===== src/rtl/alu_issue_stage.sv =====
// ID/EX register ahead of the ALU: resolves MEM/WB bypass and selects operands, 1-cycle latency.
// Entry holds while out_ready is low (in_ready drops); held register operands track WB writes.
module alu_issue_stage #(
    parameter int XLEN       = 32,
    parameter int REG_ADDR_W = 5
) (
    input  logic                  clk,
    input  logic                  reset,
    input  logic                  flush,
    input  logic                  in_valid,
    output logic                  in_ready,
    input  logic [XLEN-1:0]       in_pc,
    input  logic [REG_ADDR_W-1:0] in_rs1_addr,
    input  logic [REG_ADDR_W-1:0] in_rs2_addr,
    input  logic [XLEN-1:0]       in_rs1_data,
    input  logic [XLEN-1:0]       in_rs2_data,
    input  logic [XLEN-1:0]       in_imm,
    input  logic [3:0]            in_alu_op,
    input  logic [1:0]            in_a_sel,
    input  logic [1:0]            in_b_sel,
    input  logic [REG_ADDR_W-1:0] in_rd_addr,
    input  logic                  in_rd_we,
    input  logic                  fwd_mem_we,
    input  logic [REG_ADDR_W-1:0] fwd_mem_rd,
    input  logic [XLEN-1:0]       fwd_mem_data,
    input  logic                  fwd_wb_we,
    input  logic [REG_ADDR_W-1:0] fwd_wb_rd,
    input  logic [XLEN-1:0]       fwd_wb_data,
    output logic                  out_valid,
    input  logic                  out_ready,
    output logic [3:0]            alu_op,
    output logic [XLEN-1:0]       alu_input_a,
    output logic [XLEN-1:0]       alu_input_b,
    output logic [XLEN-1:0]       out_pc,
    output logic [REG_ADDR_W-1:0] out_rd_addr,
    output logic                  out_rd_we,
    output logic [31:0]           stall_cycles
);

    logic [REG_ADDR_W-1:0] rs1_idx, rs2_idx;
    logic [1:0]            a_sel, b_sel;
    logic [XLEN-1:0]       rs1_val, rs2_val, a_mux, b_mux;
    logic                  capture, hold, refresh_a, refresh_b;

    assign in_ready = !out_valid || out_ready;
    assign capture  = in_valid && in_ready && !flush;
    assign hold     = out_valid && !out_ready && !flush;

    // MEM is younger than WB, so it wins a double match; x0 never forwards.
    always_comb begin
        rs1_val = in_rs1_data;
        if (in_rs1_addr == '0)
            rs1_val = '0;
        else if (fwd_mem_we && fwd_mem_rd == in_rs1_addr)
            rs1_val = fwd_mem_data;
        else if (fwd_wb_we && fwd_wb_rd == in_rs1_addr)
            rs1_val = fwd_wb_data;

        rs2_val = in_rs2_data;
        if (in_rs2_addr == '0)
            rs2_val = '0;
        else if (fwd_mem_we && fwd_mem_rd == in_rs2_addr)
            rs2_val = fwd_mem_data;
        else if (fwd_wb_we && fwd_wb_rd == in_rs2_addr)
            rs2_val = fwd_wb_data;
    end

    always_comb begin
        case (in_a_sel)
            2'd1:    a_mux = in_pc;
            2'd2:    a_mux = '0;
            default: a_mux = rs1_val;
        endcase
        case (in_b_sel)
            2'd1:    b_mux = in_imm;
            2'd2:    b_mux = XLEN'(4);
            default: b_mux = rs2_val;
        endcase
    end

    // Only register-sourced operands may be overwritten by a WB that lands during a stall.
    assign refresh_a = hold && fwd_wb_we && (rs1_idx != '0) && (fwd_wb_rd == rs1_idx)
                       && (a_sel == 2'd0 || a_sel == 2'd3);
    assign refresh_b = hold && fwd_wb_we && (rs2_idx != '0) && (fwd_wb_rd == rs2_idx)
                       && (b_sel == 2'd0 || b_sel == 2'd3);

    always_ff @(posedge clk or posedge reset) begin
        if (reset) begin
            out_valid    <= 1'b0;
            alu_op       <= '0;
            alu_input_a  <= '0;
            alu_input_b  <= '0;
            out_pc       <= '0;
            out_rd_addr  <= '0;
            out_rd_we    <= 1'b0;
            stall_cycles <= '0;
            rs1_idx      <= '0;
            rs2_idx      <= '0;
            a_sel        <= '0;
            b_sel        <= '0;
        end else begin
            if (flush) begin
                out_valid <= 1'b0;
                out_rd_we <= 1'b0;
            end else if (capture) begin
                out_valid   <= 1'b1;
                alu_op      <= in_alu_op;
                alu_input_a <= a_mux;
                alu_input_b <= b_mux;
                out_pc      <= in_pc;
                out_rd_addr <= in_rd_addr;
                out_rd_we   <= in_rd_we;
                rs1_idx     <= in_rs1_addr;
                rs2_idx     <= in_rs2_addr;
                a_sel       <= in_a_sel;
                b_sel       <= in_b_sel;
            end else if (out_valid && out_ready) begin
                out_valid <= 1'b0;
            end else begin
                if (refresh_a)
                    alu_input_a <= fwd_wb_data;
                if (refresh_b)
                    alu_input_b <= fwd_wb_data;
            end
            if (hold)
                stall_cycles <= stall_cycles + 32'd1;
        end
    end

endmodule


===== config.mk =====
export PLATFORM = sky130hd
export DESIGN_NAME = alu_issue_stage
export DESIGN_NICKNAME = d
export VERILOG_FILES = /design/src/rtl/alu_issue_stage.sv
export SDC_FILE = /design/constraint.sdc
export NUM_CORES = 1
export LEC_CHECK = 0
export BUFFER_PORTS_ARGS = -buffer_cell sky130_fd_sc_hd__buf_4
export CAP_MARGIN = 15
export CORE_AREA = 2 2 145 147
export DETAILED_ROUTE_END_ITERATION = 8
export DIE_AREA = 0 0 147 149
export PLACE_DENSITY = 0.73
export REMOVE_ABC_BUFFERS = 1
export SYNTH_ARGS = -nofsm -noshare
export SYNTH_HDL_FRONTEND = slang
export SYNTH_SLANG_ARGS = --single-unit

===== constraint.sdc =====
create_clock -name clk -period 9.2 [get_ports clk]
set_clock_uncertainty 0.2 [all_clocks]
set_input_delay 0.46 -clock clk [delete_from_list [all_inputs] [get_ports clk]]
set_output_delay 0.46 -clock clk [all_outputs]
set_load 0.02 [all_outputs]

After elaboration in Yosys (flattened, before gate mapping). Cells that the tools add are included.

$add $sub $neg: 1. Eq/ne operators: 13. Multiplexer cells: 19. Bitwise logic cells: 1. Reduce and logical (&&, ||, !) cells: 35.

Operator list (count): $mux W32 (12); $pmux W32 S2 (2); $add A32 B1 Y32 const B (1); $eq A5 B5 Y1 (6); $logic_and A1 B1 Y1 (16); $logic_not A5 Y1 (2); $reduce_bool A5 Y1 (2); $eq A2 B2 Y1 const B (4); $reduce_and A3 Y1 (2); $reduce_bool A2 Y1 (3); $mux W1 (5); $eq A2 B1 Y1 const B (2); $logic_not A2 Y1 (2); $logic_not A1 Y1 (3); $logic_or A1 B1 Y1 (3); $reduce_bool A3 Y1 (1); $ne A2 B2 Y1 const B (1); $reduce_and A2 Y1 (1); $not A1 Y1 (1).

Bits in registers: 153. Output and inout bits: 140.

Logic depth before layout (Yosys ltp). Gate-level depths: netlist (run 1).

Depth in word-level cells: 10. Depth in mapped cells: 9. Depth with buffers taken out: 6.

Least setup slack after synthesis (run 1). No wires, ideal clock.

Kind: register -> register. Start point: register out_valid. End point: register alu_input_a[2]. Arrival time: 1.857 ns. Data required time: 8.879 ns. Slack: 7.022 ns. Stages on the path, launching flop included: 10. Path buffers: 3. Period minus slack after synthesis: 2.178 ns. Cells stage by stage: dfrtp_1 > nand2b_2 > nand2_1 > or2_2 > buf_2 > buf_2 > buf_2 > nand2_1 > nand3_1 > o22a_1.

Elaborated cells on any way between the ends: 15. Classes of those cells: eq/ne (1); mux (1); reduce/logical (13).

RTL lines: from (decl) (RTL line 29) `output logic out_valid,`; from (signal assigned) (RTL line 89) `out_valid <= 1'b0;`; from (signal assigned) (RTL line 103) `out_valid <= 1'b0;`; from (signal assigned) (RTL line 106) `out_valid <= 1'b1;`; $logic_not A1 Y1 (*) (RTL line 45) `assign in_ready = !out_valid || out_ready;`; $logic_or A1 B1 Y1 (*) (RTL line 45); named net in_ready (RTL line 11) `output logic in_ready,`; $logic_and A1 B1 Y1 (*) (2 in series) (RTL line 46) `assign capture = in_valid && in_ready && !flush;`; $ne A2 B2 Y1 (no line) or $reduce_bool A2 Y1 (tied branches); $reduce_and A3 Y1 (no line); to (signal assigned) (RTL line 108) `alu_input_a <= a_mux;`; to (signal assigned) (RTL line 121) `alu_input_a <= fwd_wb_data;`; to (decl) (RTL line 32) `output logic [XLEN-1:0] alu_input_a,`.

The timed path passes the listed nets; every way through them passes the cells marked *. A chain may end at the register's enable or synchronous reset.

Final worst setup path (run 1).
Start point: register out_valid. End point: register alu_input_b[28].

Word-level cells in the longest chain between the ends: 8. Elaborated cells on any way between the ends: 15. Classes of those cells: eq/ne (1); mux (1); reduce/logical (13).

Ends and longest elaborated chain: $logic_and A1 B1 Y1 (2 in series) (RTL line 47) `assign hold = out_valid && !out_ready && !flush;`; $logic_and A1 B1 Y1 (3 in series) (RTL line 84) `assign refresh_b = hold && fwd_wb_we && (rs2_idx != '0) && (fwd_wb_rd == rs2_idx)`; $logic_and A1 B1 Y1 (RTL line 85) `&& (b_sel == 2'd0 || b_sel == 2'd3);`; $reduce_bool A2 Y1 (no line); $reduce_and A3 Y1 (no line); to (signal assigned) (RTL line 109) `alu_input_b <= b_mux;`; to (signal assigned) (RTL line 123) `alu_input_b <= fwd_wb_data;`; to (decl) (RTL line 33) `output logic [XLEN-1:0] alu_input_b,`.

Several ways; a longest one is shown, not always the timed one.

==> results of run 1 <==
-- layout make-up --
cell class	count	area share (%)
inverters	39	1.25
clock buffers	19	3.65
flip-flops and latches	153	31.6
well taps	275	2.84
multi-input cells	705	35.5
repair buffers	387	24.0
clock inverters	13	1.12
-- what timing repair did --
item / 4_1_cts / 5_1_grt
setup buffers: 0 / 0
hold endpoints to repair: 25 / 0
hold buffers: 4 / 0
gates resized for setup: 0 / 0
-- kinds of logic (layout without fill, tap and decap cells) --
kind of cell	after synthesis	after routing	synth area share [%]
buffers and inverters	109	458	7.18
XOR/XNOR	61	61	6.12
flip-flops	153	153	43.9
AND/OR/NAND/NOR	433	433	21.6
multiplexers	33	33	3.80
AO/OA/AOI/OAI	174	174	16.9
adder cells (fa/ha/maj)	4	4	0.573
-- cell usage in the layout (no fill, tap or decap), types with 31 or more instances in the layout --
cell / netlist / final
dfrtp_1: 153 / 153
mux2i_1: 32 / 32
a311oi_1: 32 / 32
a21oi_1: 35 / 35
inv_1: 39 / 38
o22a_1: 32 / 32
o221a_2: 31 / 31
o221ai_1: 31 / 31
nor2_1: 45 / 44
buf_4: 3 / 383
nand3_1: 77 / 76
nand2_1: 267 / 267
xnor2_1: 33 / 33
-- metal layers --
| metal | share of wire [%] | wire length (um) | track usage [%] | up-vias |
|---|---|---|---|---|
| met3 | 8.8 | 2830 | 6.82 | 67 |
| met5 | 0 | 0 | 0 | - |
| met1 | 38 | 12400 | 35.0 | 4372 |
| li1 | - | - | - | 4094 |
| met2 | 50 | 16000 | 49.6 | 475 |
| met4 | 3.1 | 1010 | 11.7 | 0 |
-- state kept, by name (all words and copies together) (netlist names) --
name          cells
stall_cycles     32
out_rd_addr       5
rs2_idx           5
alu_input_b      32
rs1_idx           5
b_sel             2
alu_input_a      32
out_rd_we         1
a_sel             2
out_pc           32
out_valid         1
alu_op            4
-- final timing paths --
path	depth (start not counted)	end	startpoint
hold reg to reg	2	out_pc[16]	out_pc[16]
hold / removal	3	out_rd_addr[0]	in_rd_addr[0]
setup / recovery	7	alu_input_b[28]	out_valid
setup reg to reg	7	alu_input_b[28]	out_valid
min in group asynchronous	3	stall_cycles[25]	reset
max in group asynchronous	4	alu_input_b[1]	reset
-- power by group --
part           internal (uW)  switching [uW]
Clock                    388             318
Combinational            271             322
Sequential               766            69.1
-- per-stage QoR --
stage	worst slack [ns]	area, um^2
2_1_floorplan	4.07	8250
3_3_place_gp	6.14	11500
3_5_place_dp	6.09	11500
4_1_cts	6.30	12100
5_1_grt	6.07	12100
6_report	6.25	12100
-- critical path, cell delays in order, from the launching register on --
cell and delay, ns:
dfrtp_1 0.46, nand2b_2 0.12, nand2_1 0.26, or2_4 0.55, buf_4 0.79, a21oi_1 0.09, o221ai_1 0.12, o221a_2 0.21
-- synth_stat cells (all sizes together) (2+ instances only) --
cell	count
o22a	32
o221a	31
xor2	28
inv	39
xnor2	33
nor2b	3
nor3	2
nand4	9
nand3	78
o221ai	31
a311oi	32
or4	2
dfrtp	153
a21oi	36
clkbuf	26
nor4	8
nand2	267
and3	9
mux2i	32
buf	41
dlymetal6s2s	3
and4	4
o211ai	2
ha	4
o21ai	7
nor2	45
==> run metrics, run 1 <==
core area 20600 um^2; TritonCTS clock tree built; aggregate global-route resource usage 28.8%; VDD IR max 0.000120 V; critical path class flop to flop; leakage 0.00586 uW; Power Density 176 nW/um^2; clock buffer depth 2; GP Congestion 0.860; Tcrit/Tclk final 32.0%; Slew headroom 18.7%; Core Util, Final 59.0%; Final Instance Count excl. Fillers 1591; antenna violations before repair 0; Synth warnings 0; fmax 339 MHz; Synth top area share 43.9%; vias in the first global route 8932; Worst-Skew Late Latency 0.42 ns; drt drc 0; Post-Route WL 32300 um; DRT iter0 DRCs 710; I/O pin count 373; number of buffers added on ports 372; first-pass GRT wire length 49000 um; Die Span Y 149 um; Synth async-reset ratio 100%; setup TNS 0 ns; Yosys cell types 47; largest net degree at the start of global routing 86; Worst R2R Setup Slack 6.25 ns; Mapped Cells 967; share of layout cells above drive strength 1 35.0%; post-DR wirelength/cell 20.3 um; ant diodes 0; RSZ-0062 raised after global routing no; Synth Area per Inst 9.03 um^2; Starting Density 42.5%; Post-synth top flop dfrtp_1; cts bufs inserted 17; CP Launch Type flop; Die Area 21900 um^2; area of the multi-input gates 4310 um^2; via count 9008; Post-synth EDFFs 0; WP data required 9.37 ns; Hold Path Class input pin to flop; Cell Rows 53; Routed Antenna Nets 0; die span in x 147 um; worst hold slack 0.0211 ns; Fill cells 1896; Synth area leaders dfrtp_1 44%, nand2_1 11%, nand3_1 4.4%; FF/Latch Area 3830 um^2; clock slew at reported path FFs 0.07 ns; via/cell ratio 5.66; max-slew violation count 0; max_cap viols 0; Mapped Area 8730 um^2; Pre-antenna DRT Iters 5; Worst Tran Pin Value 1.22 ns; CP endpoint kind flop; total global routing overflow 0; #FFs+latches synth 153; area delta synth->final 39.0%; Seq/Total Area, Yosys 43.9%; Tot Pwr 2130 uW; minimum clock period after layout 2.95 ns; CP Max Fanout 78; fin nets 1540; outcome finished, final reports clean; Worst EP arrival 3.11 ns; placed cells 1555; largest area contributor in the netlist dfrtp_1; Final Setup Violations 0; Clock Sinks 153; CTS H-tree depth 4; clk root buf clkbuf_16; post-detail-place hpwl 21900 um; Fin. Hold Viols 0
No activity file was read; power rests on OpenSTA's default activity.
==> run 2: changes to the inputs <==
--- a/config.mk
+++ b/config.mk
@@ -7,10 +7,10 @@
 export LEC_CHECK = 0
 export BUFFER_PORTS_ARGS = -buffer_cell sky130_fd_sc_hd__buf_4
 export CAP_MARGIN = 15
-export CORE_AREA = 2 2 145 147
+export CORE_AREA = 2 2 144 146
 export DETAILED_ROUTE_END_ITERATION = 8
-export DIE_AREA = 0 0 147 149
-export PLACE_DENSITY = 0.73
+export DIE_AREA = 0 0 146 148
+export PLACE_DENSITY = 0.77
 export REMOVE_ABC_BUFFERS = 1
 export SYNTH_ARGS = -nofsm -noshare
 export SYNTH_HDL_FRONTEND = slang
==> constraint.sdc (replaced) <==
create_clock -name clk -period 2.5 [get_ports clk]
set_clock_uncertainty 0.2 [all_clocks]
set_input_delay 0.125 -clock clk [delete_from_list [all_inputs] [get_ports clk]]
set_output_delay 0.125 -clock clk [all_outputs]
set_load 0.02 [all_outputs]
==> run 2 against run 1 <==
Compared with the run above: sequential power rose to 3.7 times the previous value; setup slack lost 6.2 ns; cell count rose by 14%.
==> run metrics, run 2 (synthesized netlist as in run 1, its figures left out) <==
via/cell ratio 5.88; vias in the first global route 11.1k; I/O pin count 373; TritonCTS clock tree built; Clock Sinks 153; WP data required 2.66 ns; Die Area 21600 um^2; fin nets 1769; Pre-antenna DRT Iters 7; leading cell type in the layout, fill and taps excluded buf_4; critical path class input pin to flop; Routed Antenna Nets 0; cts bufs inserted 17; Met1 Wirelength 13500 um; die span in x 146 um; CP max stage delay 0.54 ns; setup TNS 0 ns; most frequent cells in the layout 388 x buf_4, 267 x nand2_1, 218 x dlygate4sd3_1; Power Density 577 nW/um^2; antenna violations before repair 3; CP Launch Type input pin; core area 20000 um^2; Largest delay share family, worst path buffers and inverters; Setup Buffers After CTS 0; largest net degree at the start of global routing 71; Final Instance Count excl. Fillers 1818; clk root buf clkbuf_16; Worst R2R Setup Slack 0.20 ns; CTS H-tree depth 4; Fin. Hold Viols 0; DR top layer met4; clock buffer depth 2; RSZ-0062 raised after global routing no; DRT iter0 DRCs 885; fmax 416 MHz; share of layout cells above drive strength 1 30.8%; CP Max Fanout 32; Worst Hold Launch in_valid; leakage 0.00689 uW; slowest CP cell dlygate4sd3_1; aggregate global-route resource usage 34.6%; Buf/Inv on CP 3; Starting Density 43.6%; GP Congestion 0.931; worst r2r path cells 7; Hold Path Stages 3; area delta synth->final 66.7%; CP endpoint kind flop; metal2 WL 18400 um; worst hold path endpoint out_valid; max_cap viols 0; Final Setup Violations 0; reg2reg end alu_input_a[14]; Slew headroom 46.9%; Die Span Y 148 um; clock slew at reported path FFs 0.06 ns; post-DR wirelength/cell 21.2 um; Post-Route WL 38500 um; Worst Tran Pin Value 0.797 ns; Cell Rows 52; R2R Path Start out_valid; number of buffers added on ports 372; Worst EP arrival 2.56 ns; via count 10.7k; VDD IR max 0.000398 V; Hold Path Class input pin to flop; Tcrit/Tclk final 96.0%; first-pass GRT wire length 58500 um; minimum clock period after layout 2.40 ns; max-slew violation count 0; outcome finished, final reports clean; drt drc 0; total global routing overflow 0; Worst-Skew Late Latency 0.42 ns; post-detail-place hpwl 22900 um; placed cells 1565; routed wl met3 3990 um; crit-path cells dlygate4sd3_1 > buf_4 > xor2_1 > nor4_2 > and3_1 > buf_12 > nand2_1 > a311oi_1 > o22a_1
==> run 2: cell count changes in the layout (fill, tap and decap cells not counted), moves of 2 or more <==
cell / change
inv_8: -3
diode_2: +3
dlygate4sd3_1: +214
buf_12: +10
clkinvlp_4: -2
bufinv_16: +2
buf_4: +5
==> run 2: worst max-delay path by stage <==
stage / slack [ns] / to / depth (start not counted) / startpoint
global placement: 0.35 / alu_input_a[26] / 7 / out_valid
floorplan: -2.63 / alu_input_a[26] / 6 / out_valid
CTS: 0.22 / alu_input_a[14] / 7 / out_valid
finish: 0.1 / alu_input_a[16] / 9 / in_rs1_addr[3]
global route: 0.05 / alu_input_b[22] / 9 / in_rs2_addr[3]
detailed placement: 0.27 / stall_cycles[31] / 6 / stall_cycles[5]
==> run 2: area by class of cell <==
class                   count  area (um^2)
multi-input cells         705         4320
diodes                      3         7.51
fillers                  1312         5490
clock inverters            12          165
inverters                  39          151
flip-flops and latches    153         3830
repair buffers            616         5300
well taps                 270          338
clock buffers              20          447
==> run 2: what timing repair did <==
| item | 4_1_cts | 5_1_grt |
|---|---|---|
| setup endpoints to repair | 0 | 1 |
| hold endpoints to repair | 190 | 0 |
| gates resized for setup | 0 | 1 |
| hold buffers | 218 | 0 |
==> run 2: power by group <==
| group | internal [uW] | switching, uW | total (uW) |
|---|---|---|---|
| clock | 1620 | 1110 | 2730 |
| sequential | 2820 | 264 | 3090 |
| combinational | 1250 | 1330 | 2580 |
==> run 2: layer usage <==
metal,GRT usage [%],vias up
met1,39.7,5008
met2,56.8,918
li1,-,4545
met5,0,-
met3,9.04,225
met4,23.7,0
==> run 2: worst min-delay path, delay by kind of cell <==
kind,cells,cell delay (ns)
simple gates,1,0.23
buf+inv,1,0.12
compound gates,1,0.12
==> run 2: through the flow <==
stage               area (um^2)  hold slack [ns]  total power [uW]  util [%]  setup slack [ns]
finish                    14600           0.0173              8400      72.6            0.0988
floorplan                  8250          -0.0119              4120         -             -2.63
CTS                       14500         0.000858              8310      72.5             0.223
global route              14600           0.0209              8690      72.6            0.0533
global placement          11700           0.0963              5280      58.6             0.346
detailed placement        11700            0.100              5320      58.6             0.271
